`src/rtl/vram_pkg.sv`:
```
// Shared VRAM geometry, address packing helper and arbiter state encoding.
// Latency: n/a (constants and pure functions only).
// Backpressure: n/a.
package vram_pkg;

  localparam int VRAM_AW  = 11;
  localparam int VRAM_DW  = 8;
  localparam int LAST_ROW = 16;
  localparam int LAST_COL = 59;

  typedef enum logic {
    FREE   = 1'b0,
    LOCKED = 1'b1
  } arb_state_t;

  // Text cell address is {row, col}; column field is 6 bits wide even though only 0..59 is used.
  function automatic logic [VRAM_AW-1:0] pack_addr(input logic [4:0] row, input logic [5:0] col);
    return {row, col};
  endfunction

endpackage

```
`src/rtl/vram_arbiter_rr_pick.sv`:
```
// Round-robin selector: first set request bit at or after ptr, wrapping modulo N.
// Latency: purely combinational.
// Backpressure: none; grant is one-hot, or zero when no request is set.
module rr_pick
  import vram_pkg::*;
#(
  parameter int N  = 3,
  parameter int PW = (N > 1) ? $clog2(N) : 1
) (
  input  logic [N-1:0]  req,
  input  logic [PW-1:0] ptr,
  output logic [N-1:0]  grant
);

  // Scan offsets 0..N-1 from the pointer; the first hit wins.
  always_comb begin
    logic found;
    grant = '0;
    found = 1'b0;
    for (int i = 0; i < N; i++) begin
      for (int j = 0; j < N; j++) begin
        if (!found && req[j] && (((int'(ptr) + i) % N) == j)) begin
          grant[j] = 1'b1;
          found    = 1'b1;
        end
      end
    end
  end

endmodule

```
`src/rtl/vram_arbiter.sv`:
```
// Round-robin arbiter with per-requester lock, sharing one VRAM port among NREQ requesters.
// Latency: accept in cycle N drives VRAM pins in N+1; read data returns in N+1+READ_LAT.
// Backpressure: ready is combinational; non-owners stall while a lock is held, no handover in the release cycle.
module vram_arbiter
  import vram_pkg::*;
#(
  parameter int NREQ     = 3,
  parameter int AW       = VRAM_AW,
  parameter int DW       = VRAM_DW,
  parameter int READ_LAT = 1
) (
  input  logic               i_clk,
  input  logic               i_rst,
  input  logic [NREQ-1:0]    i_req_valid,
  output logic [NREQ-1:0]    o_req_ready,
  input  logic [NREQ-1:0]    i_req_we,
  input  logic [NREQ-1:0]    i_req_lock,
  input  logic [NREQ*AW-1:0] i_req_addr,
  input  logic [NREQ*DW-1:0] i_req_wdata,
  output logic [NREQ-1:0]    o_rsp_valid,
  output logic [DW-1:0]      o_rsp_data,
  output logic               o_vram_clk,
  output logic               o_vram_ce,
  output logic               o_vram_wre,
  output logic [AW-1:0]      o_vram_addr,
  output logic [DW-1:0]      o_vram_din,
  input  logic [DW-1:0]      i_vram_dout,
  output logic               o_busy
);

  localparam int PW    = $clog2(NREQ);
  localparam int DEPTH = 1 + READ_LAT;

  arb_state_t      state, state_nxt;
  logic [PW-1:0]   owner, owner_nxt;
  logic [PW-1:0]   ptr, ptr_nxt;
  logic [NREQ-1:0] pick;
  logic            accept;
  logic [PW-1:0]   acc_idx;
  logic [DEPTH-1:0] tag_vld;
  logic [PW-1:0]   tag_id [DEPTH];

  rr_pick #(.N(NREQ), .PW(PW)) u_pick (
    .req   (i_req_valid),
    .ptr   (ptr),
    .grant (pick)
  );

  // State register: arbitration state, lock owner and round-robin pointer.
  always_ff @(posedge i_clk) begin
    if (i_rst) begin
      state <= FREE;
      owner <= '0;
      ptr   <= '0;
    end else begin
      state <= state_nxt;
      owner <= owner_nxt;
      ptr   <= ptr_nxt;
    end
  end

  // Next state: pointer advances past every accepted requester; lock enter/release.
  always_comb begin
    state_nxt = state;
    owner_nxt = owner;
    ptr_nxt   = ptr;
    if (accept) begin
      ptr_nxt = (acc_idx == PW'(NREQ - 1)) ? '0 : acc_idx + 1'b1;
    end
    case (state)
      FREE: begin
        if (accept && i_req_lock[acc_idx]) begin
          state_nxt = LOCKED;
          owner_nxt = acc_idx;
        end
      end
      LOCKED: begin
        // Release on an unlocking owner access, or when the owner goes idle without lock.
        if (!i_req_lock[owner] && (accept || !i_req_valid[owner])) begin
          state_nxt = FREE;
        end
      end
      default: state_nxt = FREE;
    endcase
  end

  // Outputs: ready goes to the round-robin winner, or only to the owner while locked.
  always_comb begin
    o_req_ready = '0;
    if (!i_rst) begin
      if (state == FREE) begin
        o_req_ready = pick;
      end else begin
        o_req_ready[owner] = i_req_valid[owner];
      end
    end
  end

  // Encode the one-hot ready into the accepted requester index.
  always_comb begin
    acc_idx = '0;
    for (int k = 0; k < NREQ; k++) begin
      if (o_req_ready[k]) acc_idx = PW'(k);
    end
  end

  assign accept = |o_req_ready;

  // VRAM pins are registered one cycle after accept; addr/din hold between accesses.
  always_ff @(posedge i_clk) begin
    if (i_rst) begin
      o_vram_ce   <= 1'b0;
      o_vram_wre  <= 1'b0;
      o_vram_addr <= '0;
      o_vram_din  <= '0;
    end else begin
      o_vram_ce  <= accept;
      o_vram_wre <= accept & i_req_we[acc_idx];
      if (accept) begin
        o_vram_addr <= i_req_addr[int'(acc_idx)*AW +: AW];
        o_vram_din  <= i_req_wdata[int'(acc_idx)*DW +: DW];
      end
    end
  end

  // Requester-ID tag pipeline; reset drops every read in flight.
  always_ff @(posedge i_clk) begin
    if (i_rst) begin
      tag_vld <= '0;
      for (int k = 0; k < DEPTH; k++) tag_id[k] <= '0;
    end else begin
      tag_vld[0] <= accept & ~i_req_we[acc_idx];
      tag_id[0]  <= acc_idx;
      for (int k = 1; k < DEPTH; k++) begin
        tag_vld[k] <= tag_vld[k-1];
        tag_id[k]  <= tag_id[k-1];
      end
    end
  end

  // Response strobe comes from the last tag stage, aligned with VRAM read data.
  always_comb begin
    o_rsp_valid = '0;
    if (tag_vld[READ_LAT]) o_rsp_valid[tag_id[READ_LAT]] = 1'b1;
  end

  assign o_rsp_data = i_vram_dout;
  assign o_vram_clk = i_clk;
  assign o_busy     = (state == LOCKED) | (|tag_vld);

endmodule
```
`config.mk`:
```
export PLATFORM = sky130hd
export DESIGN_NAME = vram_arbiter
export DESIGN_NICKNAME = d
export VERILOG_FILES = /design/src/rtl/vram_pkg.sv /design/src/rtl/vram_arbiter_rr_pick.sv /design/src/rtl/vram_arbiter.sv
export SDC_FILE = /design/constraint.sdc
export NUM_CORES = 1
export LEC_CHECK = 0
export BUFFER_PORTS_ARGS = -buffer_cell sky130_fd_sc_hd__buf_2
export CAP_MARGIN = 20
export CORE_MARGIN = 2
export CORE_UTILIZATION = 46
export DETAILED_ROUTE_END_ITERATION = 7
export PLACE_DENSITY_LB_ADDON = 0.15
export SLEW_MARGIN = 20
export SYNTH_ARGS = -nofsm -noshare
export SYNTH_HDL_FRONTEND = slang
export SYNTH_HIERARCHICAL = 1
export SYNTH_SLANG_ARGS = --single-unit
export TNS_END_PERCENT = 1
```
`constraint.sdc`:
```
create_clock -name i_clk -period 3.95 [get_ports i_clk]
set_input_delay 0.79 -clock i_clk [delete_from_list [all_inputs] [get_ports i_clk]]
set_output_delay 0.79 -clock i_clk [all_outputs]
set_load 0.01 [all_outputs]
```
[Yosys cells after proc, flatten, opt, wreduce, memory -nomap -nowiden]
Memory sizes are Yosys's and may differ from the RTL's.
Index checks and enable logic that the tools add are counted.
Word-level totals
  memories kept: 1
  latch bits: 0
  bits of input ports: 76
  bits in registers: 28
  memory bits (writable): 4
  logic and storage cells: 118
  bits in read-only memories: 0
  output and inout port bits: 37
Operators by class
  equality and inequality tests: 7
  order comparisons: 5
  mux-type cells: 42
  reduce and logical (&&, ||, !) cells: 38
  shift operators: 2
  divide/modulo/power cells: 3
  add/sub/neg operators: 3
  $mul: 1
  bitwise operators: 8
Memory list
  tag_id: words 2, bits a word 2, rd ports 2, clocked after memory_dff 0, write ports 2, RTL line vram_arbiter.sv:41  | logic [PW-1:0] tag_id [DEPTH];
Operator list (count)
  $eq 32x2->1 const B: 3
  $eq 32x3->1 const B: 3
  $logic_not 32->1: 3
  $mod 32x3->32 const B: 2
  $shiftx 33x7->11: 1
  $mod 3x3->32 const B: 1
  $mux 1: 28
  $shiftx 24x6->8: 1
  $logic_and 1x1->1: 21
  $logic_not 1->1: 10
  $lt 2x3->1 const B: 3
  $mux 3: 3
  $bmux 1 s2: 4
  $mux 2: 4
  $mul 2x4->6 const B: 1
  $demux 1 s2: 2
  $ge 2x1->1 const B: 2
  $add 2x1->3 const B: 1
  $add 2x2->3 const B: 1
  $and 3x3->3: 1
  $or 1x1->1: 3
  $reduce_or 3->1: 1
  $add 2x1->2 const B: 1
  $and 1x1->1: 2
  other kinds (6): 7

[Logic depth before layout (Yosys ltp)]
Gate-level depths: netlist (run 1).
  depth in word-level cells: 45
  depth in mapped cells: 13

[Hierarchy]
The synthesis (run 1) kept the hierarchy.
By module, submodules not included
  vram_arbiter: instances 1, area an instance 1680.4 sq um, cells each 190
  rr_pick: instances 1, area an instance 120.1 sq um, cells each 15

==> flow_summary_export.csv, run 1 <==
group,metric,value,unit
run_status,run_status,"completed",
worst_setup_path,regToRegEndpoint,"o_vram_addr[8]",
worst_setup_path,reg2reg_from,"ptr[0]",
layout,multi_input_area,955.9,sq um
global_route,groute.usage.overall,22.61,%
floorplan,io_pins,113,
layout,layout.area.seq,640.6,sq um
pwr,cellPowerDensity,701.1,nW/um^2
yosys,post-synth-top-area-fraction,35.58,%
yosys,synth.ff_latch_count,32,
worst_setup_path,required,3.16,ns
drt,routed_wl,4783,microns
yosys,yosys_warnings,6,
global_route,grt_first_pass_wirelength,7369,microns
yosys,syn-instance-count,205,
worst_setup_path,timing.critical_path.fanout_max,2,
layout,design.final.nets,367,
sta,worstMarginPinSlew,0.5997,ns
floorplan,placement_rows,22,
clock_tree,worstSkewPairLatency,0.39,ns
sta,final.setup_skew,0.004053,ns
sta,setup-violations-final,0,
drt,detail-route-antenna-nets,0,
drt,drcViolationCount,0,
min_path,min_delay_path_depth,1,
worst_setup_path,worstSetupEndpointType,"primary output",
placed_design,routabilityCongestion,0.7407,
clock_tree,cts_tree,"yes",
sta,worst_rel_slew_slack,59.68,%
sta,final_hold_viol_count,0,
floorplan,die_area,4430,sq um
layout,final_core_util,62.63,%
worst_setup_path,ff2ff_setup_slack,1.08,ns
global_route,antenna_found_initial,0,
layout,num_antenna_cells,0,
clock_tree,cts_setup_buffers,0,
yosys,netlist.top_cell.by_area,"sky130_fd_sc_hd__dfxtp_1",
yosys,syn_area_per_cell,8.783,sq um
layout,final_layout_size_suffix_gt1_share,44.48,%
yosys,synth_cell_type_count,49,
drt,wl_per_cell,14.15,microns
drt,detailedRoute.firstIterationViolations,132,
yosys,synth.net_count,283,
min_path,timing.hold.worst.class,"flip-flop to flip-flop",
flow_run,drv_cap,0,
worst_setup_path,ff2ff_path_depth,11,
floorplan,die-height,66.56,microns
drt,dr_total_vias,1827,
clock_tree,clkTransAtPathRegs,0.06,ns
global_route,grt_overflow_total,0,
worst_setup_path,timing.setup.critical_path_class,"clock port to primary output",
worst_setup_path,timing.critical_path.arrival,2.33,ns
drt,drt_pass1_iterations,4,
sta,unrepaired_setup_endpoints_after_global_routing,"false",
yosys,async_flop_share,0,%
yosys,synth.top_cells.by_area,"sky130_fd_sc_hd__dfxtp_1 (36%), sky130_fd_sc_hd__a2111oi_2 (7.5%), sky130_fd_sc_hd__nor2_1 (7.3%)",
worst_setup_path,critical_path.startpoint_type,"clock port",
sta,drv_slew,0,
global_route,pin_count_of_the_biggest_net_entering_global_routing,39,
layout,nFillCells,339,
floorplan,coreArea,3716,sq um
min_path,hold_end,"tag_id[0][3]",
yosys,synth_edf_count,0,
layout,flow.area_growth_from_synthesis,29.26,%
floorplan,initial_utilization,48.45,%
sta,final.setup.tns,0,ns
placed_design,dp_hpwl,3361,microns
floorplan,die_w,66.56,microns
pwr,ir_drop,0.3379,mV
yosys,yosys_most_used_dff,"sky130_fd_sc_hd__dfxtp_1",
yosys,synth_area,1800,sq um
pwr,leakage,0.001112,uW
worst_setup_path,crit_start,"i_clk",
drt,avgViaCountPerCell,5.405,
clock_tree,postCtsResizedCells,0,
clock_tree,post_cts_hold_buffer_count,0,
placed_design,port_buffers,96,
global_route,first_global_vias,1662,
min_path,hold_path.startpoint,"tag_id[0][1]",
yosys,seq_area_frac_synth,35.58,%
==> worst max-delay path, stage by stage <==
cell and delay [ns]:
sky130_fd_sc_hd__clkbuf_8 0.11, sky130_fd_sc_hd__clkbuf_8 0.12, sky130_fd_sc_hd__buf_2 0.13
==> per-stage QoR <==
step,hold slack (ns),power [uW],cell area [sq um],setup WS [ns],std cells
finish,0.4381,1632,2327,0.8306,338
global placement,0.4202,1282,2196,1.021,327
global route,0.4611,1744,2327,0.8130,338
floorplan,0.4138,1108,1800,1.066,205
detailed placement,0.4242,1293,2196,0.9388,327
CTS,0.4391,1636,2327,0.8232,338
==> sequential cells by signal (all words and copies together), names as in the netlist <==
register and cells:
o_vram_addr 11, o_vram_ce 1, o_vram_din 8, o_vram_wre 1, owner 2, ptr 2, state 1, tag_id 4
tag_vld 2
==> synth_stat cells, types with 4 or more instances <==
cell	number
sky130_fd_sc_hd__a21oi_1	8
sky130_fd_sc_hd__dfxtp_1	32
sky130_fd_sc_hd__clkbuf_1	6
sky130_fd_sc_hd__buf_4	12
sky130_fd_sc_hd__nand2_1	10
sky130_fd_sc_hd__nand2b_1	4
sky130_fd_sc_hd__nor2_1	35
sky130_fd_sc_hd__a2111oi_0	4
sky130_fd_sc_hd__a31o_2	6
sky130_fd_sc_hd__o22ai_1	14
sky130_fd_sc_hd__inv_1	7
sky130_fd_sc_hd__a211oi_1	6
sky130_fd_sc_hd__a2111oi_2	9
==> layout make-up <==
type	instances	share of cell area, %
repair buffers	97	21.08
clock buffers	12	5.860
flip-flops and latches	32	27.53
multi-input cells	139	41.08
inverters	10	1.882
well taps	48	2.581
==> per-layer routing <==
layer	up-vias	GRT usage [%]	wire, microns
met3	9	9.122	323
met4	0	10.46	74
li1	919	-	-
met5	-	0	0
met1	829	26.43	2086
met2	70	36.00	2299
==> power by group <==
part           switching (uW)  internal (uW)
registers                71.3            449
clock network             142            213
logic                     424            331
==> placed cells by master (no fill, tap or decap), types with 3 or more instances in the layout <==
cell,netlist,final
sky130_fd_sc_hd__buf_2,2,96
sky130_fd_sc_hd__nor2_1,35,35
sky130_fd_sc_hd__dfxtp_1,32,32
sky130_fd_sc_hd__o22ai_1,14,14
sky130_fd_sc_hd__nand2_1,10,10
sky130_fd_sc_hd__a2111oi_2,9,9
sky130_fd_sc_hd__clkbuf_8,0,9
sky130_fd_sc_hd__a21oi_1,8,8
sky130_fd_sc_hd__inv_1,7,7
sky130_fd_sc_hd__a211oi_1,6,6
sky130_fd_sc_hd__a31o_2,6,6
sky130_fd_sc_hd__nand2b_1,4,4
sky130_fd_sc_hd__a2111oi_0,4,4
sky130_fd_sc_hd__a21o_1,3,3
sky130_fd_sc_hd__o21ai_0,3,3
sky130_fd_sc_hd__nor2b_1,3,3
==> worst max path at each step <==
| stage | to | slack (ns) |
|---|---|---|
| 6_report | o_vram_clk | 0.83 |
| 5_1_grt | o_vram_addr[0] | 0.81 |
| 3_5_place_dp | o_vram_addr[8] | 0.94 |
| 2_1_floorplan | o_vram_clk | 1.07 |
| 4_1_cts | o_vram_clk | 0.82 |
| 3_3_place_gp | o_vram_addr[6] | 1.02 |
==> logic make-up after synthesis <==
family | count (synthesis) | share of synthesized area [%]
compound gates | 67 | 31.62
fa+ha+maj | 2 | 1.390
buf+inv | 34 | 11.33
flops | 32 | 35.58
mux | 2 | 1.112
simple gates | 68 | 18.97
Power figures use the tool's default switching activity.
==> run 2, diff against run 1 <==
--- a/config.mk
+++ b/config.mk
@@ -8,7 +8,7 @@
 export BUFFER_PORTS_ARGS = -buffer_cell sky130_fd_sc_hd__buf_2
 export CAP_MARGIN = 20
 export CORE_MARGIN = 2
-export CORE_UTILIZATION = 46
+export CORE_UTILIZATION = 38
 export DETAILED_ROUTE_END_ITERATION = 7
 export PLACE_DENSITY_LB_ADDON = 0.15
 export SLEW_MARGIN = 20
==> constraint.sdc (replaced) <==
create_clock -name i_clk -period 2.58 [get_ports i_clk]
set_input_delay 0.516 -clock i_clk [delete_from_list [all_inputs] [get_ports i_clk]]
set_output_delay 0.516 -clock i_clk [all_outputs]
set_load 0.01 [all_outputs]
==> run 2 against run 1 <==
  * Wire length increased by 3.7%
  * Clock skew grew 0.0019 ns
  * Register-to-register slack worse by 0.81 ns
  * Critical path depth increased by 6
  * Clock power grew 54%
  * First-iteration DRC count decreased by 58%
  * Combinational power grew 63%
  * Final cell count is 4.4% higher
  * Die area grew 20%
  * Largest cell class unchanged
  * Total power grew 58%
  * Hold slack got worse by 0.027 ns
==> flow_summary_export.csv, run 2 (synthesis gave the netlist of run 1 again) <==
group,metric,value,unit
flow_run,drv_cap,0,
layout,largest_register,"o_vram_addr",
pwr,sequentialPowerShare,31.1,%
sta,unrepaired_setup_endpoints_after_global_routing,"false",
pwr,power_switching,992.6,uW
clock_tree,cts_tree,"yes",
run_status,run_status,"completed",
drt,avgViaCountPerCell,5.238,
clock_tree,worstSkewPairLatency,0.39,ns
min_path,timing.hold.worst.class,"primary input to flip-flop",
floorplan,placement_rows,25,
placed_design,dp_worst_setup_slack,0.1279,ns
placed_design,place.detailed.instances,336,
sta,drv_slew,0,
pwr,combinationalPowerShare,47.6,%
pwr,finalPower,2575,uW
sta,final.min_clock_period,2.469,ns
sta,final.setup.tns,0,ns
floorplan,io_pins,113,
drt,detail-route-antenna-nets,0,
layout,reg_top3,"o_vram_addr (11), o_vram_din (8), tag_id (4)",
layout,design.final.nets,376,
clock_tree,clkTransAtPathRegs,0.07,ns
drt,routed_wl,4962,microns
layout,nFillCells,444,
pwr,ir_drop,0.4352,mV
worst_setup_path,timing.setup.critical_path_class,"flip-flop to primary output",
min_path,min_delay_path_depth,3,
sta,post-route-worst-setup-slack,0.1114,ns
worst_setup_path,timing.critical_path.fanout_max,7,
drt,dr_total_vias,1849,
layout,num_antenna_cells,0,
worst_setup_path,critical_path.startpoint_type,"flip-flop",
worst_setup_path,timing.critical_path.arrival,1.95,ns
layout,final_cell_mix,"sky130_fd_sc_hd__buf_2 (96), sky130_fd_sc_hd__nor2_1 (35), sky130_fd_sc_hd__dfxtp_1 (30)",
layout,final_cell_area,2435,sq um
pwr,cellInternalPower,1582,uW
global_route,grt_overflow_total,0,
drt,wl_per_cell,14.06,microns
placed_design,port_buffers,96,
layout,final_layout_size_suffix_gt1_share,48.49,%
sta,final.setup_skew,0.005927,ns
floorplan,initial_utilization,38.89,%
placed_design,routabilityCongestion,0.8326,
sta,worstMarginPinSlew,0.5410,ns
worst_setup_path,ff2ff_path_depth,12,
floorplan,die_area,5305,sq um
layout,flow.area_growth_from_synthesis,35.23,%
drt,drcViolationCount,0,
worst_setup_path,reg2reg_from,"ptr[0]",
placed_design,post_dp_cell_area,2226,sq um
global_route,groute.usage.overall,19.24,%
placed_design,dp_hpwl,3508,microns
floorplan,die_w,72.84,microns
worst_setup_path,worstSetupEndpointType,"primary output",
pwr,leakage,0.001158,uW
pwr,cellPowerDensity,1058,nW/um^2
drt,drt_pass1_iterations,4,
global_route,first_global_vias,1643,
sta,max_freq,405.1,MHz
global_route,grt_first_pass_wirelength,7700,microns
pwr,share_of_power_burned_in_the_clock_network,21.3,%
worst_setup_path,ff2ff_setup_slack,0.27,ns
floorplan,die-height,72.84,microns
min_path,hold_end,"o_vram_din[1]",
floorplan,coreArea,4629,sq um
worst_setup_path,required,2.06,ns
sta,final_hold_viol_count,0,
layout,instances_no_fill,353,
global_route,antenna_found_initial,0,
layout,largest_register_ff_count,11,
worst_setup_path,regToRegEndpoint,"o_vram_addr[1]",
pwr,switching_share,38.55,%
sta,setup-violations-final,0,
global_route,pin_count_of_the_biggest_net_entering_global_routing,39,
sta,worst_rel_slew_slack,63.62,%
min_path,hold_path.startpoint,"i_req_wdata[17]",
drt,detailedRoute.firstIterationViolations,56,
layout,layout_commonest_cell,"sky130_fd_sc_hd__buf_2",
sta,ratio_of_final_minimum_period_to_clock_period,95.68,%
run 2: changes by cell type in the layout (fill, tap and decap cells not counted), sizes merged:
cell and change:
clkbuf -1, clkinvlp +1, buf +9
run 2: routing by layer:
metal | wire length, microns | global-route usage (%)
met1 | 2121 | 23.54
met2 | 2368 | 29.09
met3 | 363 | 7.182
met4 | 109 | 10.70
met5 | 0 | 0
run 2: power by group through the flow:
stage	Sequential, uW	Clock [uW]	Combinational [uW]
after floorplan	854	31.9	810
after global placement	801	23.4	1170
after detailed placement	800	23.4	1180
after CTS	798	564	1200
after global routing	827	589	1360
final	801	548	1230
run 2: cell type report:
type / instances / area, sq um / share of cell area [%]
well taps: 54 / 67.56 / 2.775
inverters: 10 / 43.79 / 1.799
clock buffers: 11 / 132.6 / 5.447
clock inverters: 1 / 7.507 / 0.3083
multi-input cells: 139 / 975.9 / 40.08
flip-flops and latches: 32 / 645.6 / 26.52
repair buffers: 106 / 561.8 / 23.07
run 2: how the worst max path moves through the flow:
stage	from	end	slack, ns
global route	ptr[0]	o_req_ready[2]	0.003
global placement	i_req_valid[2]	o_vram_din[1]	0.20
detailed placement	i_req_valid[2]	o_vram_din[4]	0.13
floorplan	ptr[0]	o_req_ready[2]	0.28
finish	ptr[0]	o_req_ready[2]	0.11
CTS	ptr[0]	o_req_ready[2]	0.002
run 2: worst max-delay path: stages (launching register included):
cell	delay, ns
sky130_fd_sc_hd__dfxtp_2	0.34
sky130_fd_sc_hd__inv_2	0.05
sky130_fd_sc_hd__ha_4	0.23
sky130_fd_sc_hd__o21ba_1	0.18
sky130_fd_sc_hd__o2111a_1	0.26
sky130_fd_sc_hd__nand2b_1	0.07
sky130_fd_sc_hd__a21o_1	0.13
sky130_fd_sc_hd__inv_2	0.05
sky130_fd_sc_hd__buf_6	0.12
sky130_fd_sc_hd__buf_2	0.13
run 2: through the flow:
step	hold slack, ns	util [%]
floorplan	0.4138	-
global placement	0.4205	48.08
detailed placement	0.4261	48.08
CTS	0.4051	51.41
global route	0.4159	52.59
finish	0.4114	52.59
run 2: repair_timing:
| item | in CTS | in global routing |
|---|---|---|
| buffers inserted | 0 | 6 |
| cloned | 0 | 0 |
| hold buffers | 0 | 0 |
| pin swaps | 0 | 3 |
| resized for setup | 4 | 5 |
| endpoints found under the setup margin | 2 | 2 |
==> run 3, diff against run 2 <==
--- a/config.mk
+++ b/config.mk
@@ -6,14 +6,12 @@
 export NUM_CORES = 1
 export LEC_CHECK = 0
 export BUFFER_PORTS_ARGS = -buffer_cell sky130_fd_sc_hd__buf_2
-export CAP_MARGIN = 20
 export CORE_MARGIN = 2
 export CORE_UTILIZATION = 38
 export DETAILED_ROUTE_END_ITERATION = 7
-export PLACE_DENSITY_LB_ADDON = 0.15
+export PLACE_DENSITY = 0.76
 export SLEW_MARGIN = 20
 export SYNTH_ARGS = -nofsm -noshare
 export SYNTH_HDL_FRONTEND = slang
-export SYNTH_HIERARCHICAL = 1
 export SYNTH_SLANG_ARGS = --single-unit
 export TNS_END_PERCENT = 1
==> run 3 against run 2 <==
  * The flow now finishes with violations (negative setup slack)
  * Synthesized cell count decreased by 5.9%
  * Sequential power grew 1%
  * Critical path depth shrank 1
  * Synthesized area is 4.0% lower
  * Cell area decreased by 3.7%
  * Hold slack got worse by 0.019 ns
  * Combinational power rose by 11%
  * Die area shrank 3.8%
  * Final cell count shrank 4.5%
  * Count of clock-buffer cells in the layout unchanged
  * Clock power grew 0.7%
  * Register-to-register slack worse by 0.06 ns
  * Critical endpoint unchanged
  * Largest cell class unchanged
  * Largest power group unchanged
  * Highest routed layer unchanged
==> flow_summary_export.csv, run 3 <==
group,metric,value,unit
pwr,leakage,0.001095,uW
min_path,hold_path.startpoint,"i_req_wdata[1]",
yosys,syn-instance-count,193,
pwr,sequentialPowerShare,29.6,%
worst_setup_path,timing.critical_path.arrival,2.07,ns
yosys,syn_area_per_cell,8.959,sq um
yosys,netlist.top_cell.by_area,"sky130_fd_sc_hd__dfxtp_1",
clock_tree,clkTransAtPathRegs,0.06,ns
layout,final_cell_area,2345,sq um
sta,max_freq,386.8,MHz
sta,worst_rel_slew_slack,66.94,%
sta,final.min_clock_period,2.585,ns
pwr,cellInternalPower,1630,uW
floorplan,initial_utilization,39.71,%
yosys,synth_cell_type_count,47,
floorplan,io_pins,113,
sta,worstMarginPinSlew,0.4953,ns
layout,final_layout_size_suffix_gt1_share,47.02,%
sta,ratio_of_final_minimum_period_to_clock_period,100.2,%
drt,detail-route-antenna-nets,0,
layout,layout.area.seq,640.6,sq um
worst_setup_path,ff2ff_path_depth,11,
yosys,synth_simple_gate_area_share,15.34,%
worst_setup_path,required,2.06,ns
min_path,timing.hold.worst.class,"primary input to flip-flop",
global_route,grt_first_pass_wirelength,7872,microns
drt,wl_per_cell,15.02,microns
floorplan,die-height,71.46,microns
drt,avgViaCountPerCell,5.341,
yosys,synth_top_family_by_area,"compound AO/OA/AOI/OAI gates",
floorplan,coreArea,4354,sq um
worst_setup_path,crit_start,"ptr[0]",
sta,unrepaired_setup_endpoints_after_global_routing,"true",
run_status,run_status,"finished with violations",
drt,dr_total_vias,1800,
worst_setup_path,timing.setup.critical_path_class,"flip-flop to primary output",
drt,drt_pass1_iterations,4,
clock_tree,worstSkewPairLatency,0.38,ns
yosys,netlist_top_cells_count,"sky130_fd_sc_hd__dfxtp_1 (32), sky130_fd_sc_hd__nor2_1 (16), sky130_fd_sc_hd__a22oi_1 (14)",
worst_setup_path,timing.critical_path.fanout_max,12,
yosys,share_of_synthesized_cell_area_in_full_adder_half_adder_and_majority_cells,1.447,%
yosys,synth.ff_latch_count,32,
layout,layout_commonest_cell,"sky130_fd_sc_hd__buf_2",
pwr,switching_share,40.46,%
floorplan,die_area,5106,sq um
min_path,min_delay_path_depth,3,
yosys,synth_area,1729,sq um
yosys,synth_edf_count,0,
global_route,grt_overflow_total,0,
run_status,violated_checks,"negative setup slack",
floorplan,placement_rows,24,
layout,largest_register_ff_count,11,
global_route,groute.usage.overall,19.84,%
placed_design,dp_hpwl,3642,microns
layout,largest_register,"o_vram_addr",
placed_design,port_buffers,96,
yosys,yosys_warnings,0,
global_route,pin_count_of_the_biggest_net_entering_global_routing,29,
yosys,async_flop_share,0,%
drt,drcViolationCount,0,
sta,post-route-worst-setup-slack,-0.004992,ns
worst_setup_path,worstSetupEndpointType,"primary output",
layout,design.final.nets,363,
worst_setup_path,reg2reg_from,"ptr[0]",
placed_design,post_dp_cell_area,2181,sq um
sta,final.setup_skew,0.006231,ns
pwr,ir_drop,0.5610,mV
layout,flow.area_growth_from_synthesis,35.60,%
placed_design,routabilityCongestion,0.8029,
yosys,synth.net_count,271,
layout,final_cell_mix,"sky130_fd_sc_hd__buf_2 (96), sky130_fd_sc_hd__dfxtp_1 (32), sky130_fd_sc_hd__nor2_1 (15)",
pwr,share_of_power_burned_in_the_clock_network,20.2,%
layout,num_antenna_cells,0,
yosys,synth.most_common_cell,"sky130_fd_sc_hd__dfxtp_1",
global_route,antenna_found_initial,0,
global_route,first_global_vias,1724,
pwr,cellPowerDensity,1167,nW/um^2
sta,final_hold_viol_count,0,
worst_setup_path,critical_path.startpoint_type,"flip-flop",
yosys,synthMuxAreaShare,1.158,%
clock_tree,cts_tree,"yes",
flow_run,drv_cap,0,
layout,multi_input_area,903.4,sq um
sta,drv_slew,0,
sta,setup-violations-final,1,
layout,reg_top3,"o_vram_addr (11), o_vram_din (8), tag_id (4)",
yosys,synth_compound_gate_area_share,34.01,%
yosys,yosys_most_used_dff,"sky130_fd_sc_hd__dfxtp_1",
yosys,synth.top_cells.by_area,"sky130_fd_sc_hd__dfxtp_1 (37%), sky130_fd_sc_hd__a211oi_2 (6.5%), sky130_fd_sc_hd__a22oi_1 (6.1%)",
layout,nFillCells,426,
pwr,power_switching,1108,uW
drt,routed_wl,5063,microns
layout,final_core_util,53.85,%
yosys,post-synth-top-area-fraction,37.05,%
yosys,seq_area_frac_synth,37.05,%
floorplan,die_w,71.46,microns
pwr,combinationalPowerShare,50.2,%
drt,detailedRoute.firstIterationViolations,153,
yosys,synth_xor_xnor_area_share,0,%
==> run 3: changes by cell type after synthesis, moves of 6 or more <==
cell / delta
sky130_fd_sc_hd__a22oi_1: +14
sky130_fd_sc_hd__a211oi_2: +9
sky130_fd_sc_hd__a2111oi_2: -9
sky130_fd_sc_hd__o21ai_1: +6
sky130_fd_sc_hd__o22a_1: +6
sky130_fd_sc_hd__o22ai_1: -13
sky130_fd_sc_hd__nor2_1: -19
==> run 3: kinds of logic after synthesis <==
kind of cell    after synthesis
buf+inv                      32
compound gates               76
flops                        32
fa+ha+maj                     2
simple gates                 49
mux                           2
==> run 3: area by class of cell <==
type                    instances  share of cell area [%]
repair buffers                104                   23.64
multi-input cells             129                   38.53
inverters                       9                   1.654
well taps                      52                   2.775
flip-flops and latches         32                   27.32
clock buffers                  11                   6.083
==> run 3: what timing repair did <==
item                       in CTS  in global routing
setup endpoints to repair       2                 15
setup buffers                   1                  0
hold buffers                    0                  0
hold endpoints to repair        0                  0
cloned                          0                  0
pin swaps                       1                  0
resized for setup               4                  2
==> run 3: path summary, 6_finish.rpt <==
kind / to / slack (ns)
setup / recovery: o_req_ready[2] / -0.005
hold / removal: o_vram_din[1] / 0.39
setup reg to reg: owner[0] / 0.21
hold reg to reg: tag_id[0][2] / 0.45
==> run 3: routing by layer <==
| layer | share of wire, % | vias up | wire [microns] | global-route usage (%) |
|---|---|---|---|---|
| li1 | - | 890 | - | - |
| met1 | 41 | 827 | 2066 | 23.45 |
| met2 | 50 | 69 | 2537 | 32.51 |
| met3 | 7.6 | 14 | 384 | 7.032 |
| met4 | 1.5 | 0 | 74 | 8.595 |
| met5 | 0 | - | 0 | 0 |
==> run 3: worst max-delay path, cell delays in order, from the launching register on <==
cell and delay [ns]:
sky130_fd_sc_hd__dfxtp_1 0.36, sky130_fd_sc_hd__inv_1 0.05, sky130_fd_sc_hd__ha_1 0.34, sky130_fd_sc_hd__nor4bb_1 0.26, sky130_fd_sc_hd__a32oi_1 0.10, sky130_fd_sc_hd__o31a_2 0.17, sky130_fd_sc_hd__inv_4 0.12, sky130_fd_sc_hd__buf_8 0.15
sky130_fd_sc_hd__buf_2 0.14
==> run 3: through the flow <==
| stage | setup WS, ns | total power [uW] | hold slack (ns) | cells | setup TNS [ns] |
|---|---|---|---|---|---|
| CTS | 0.009891 | 2747 | 0.3869 | 337 | 0 |
| global route | -0.1045 | 2942 | 0.3813 | 337 | -0.1890 |
| finish | -0.004992 | 2737 | 0.3920 | 337 | -0.004992 |
| detailed placement | 0.1729 | 2185 | 0.4303 | 326 | 0 |
| global placement | 0.2627 | 2156 | 0.4194 | 326 | 0 |
| floorplan | 0.3369 | 1822 | 0.4138 | 193 | 0 |
==> run 3: power by group through the flow <==
stage / clock network, uW / registers, uW / logic (uW)
6_report: 552 / 811 / 1370
3_3_place_gp: 23.4 / 812 / 1320
5_1_grt: 598 / 834 / 1510
3_5_place_dp: 23.4 / 816 / 1350
2_1_floorplan: 31.9 / 858 / 932
4_1_cts: 566 / 808 / 1370
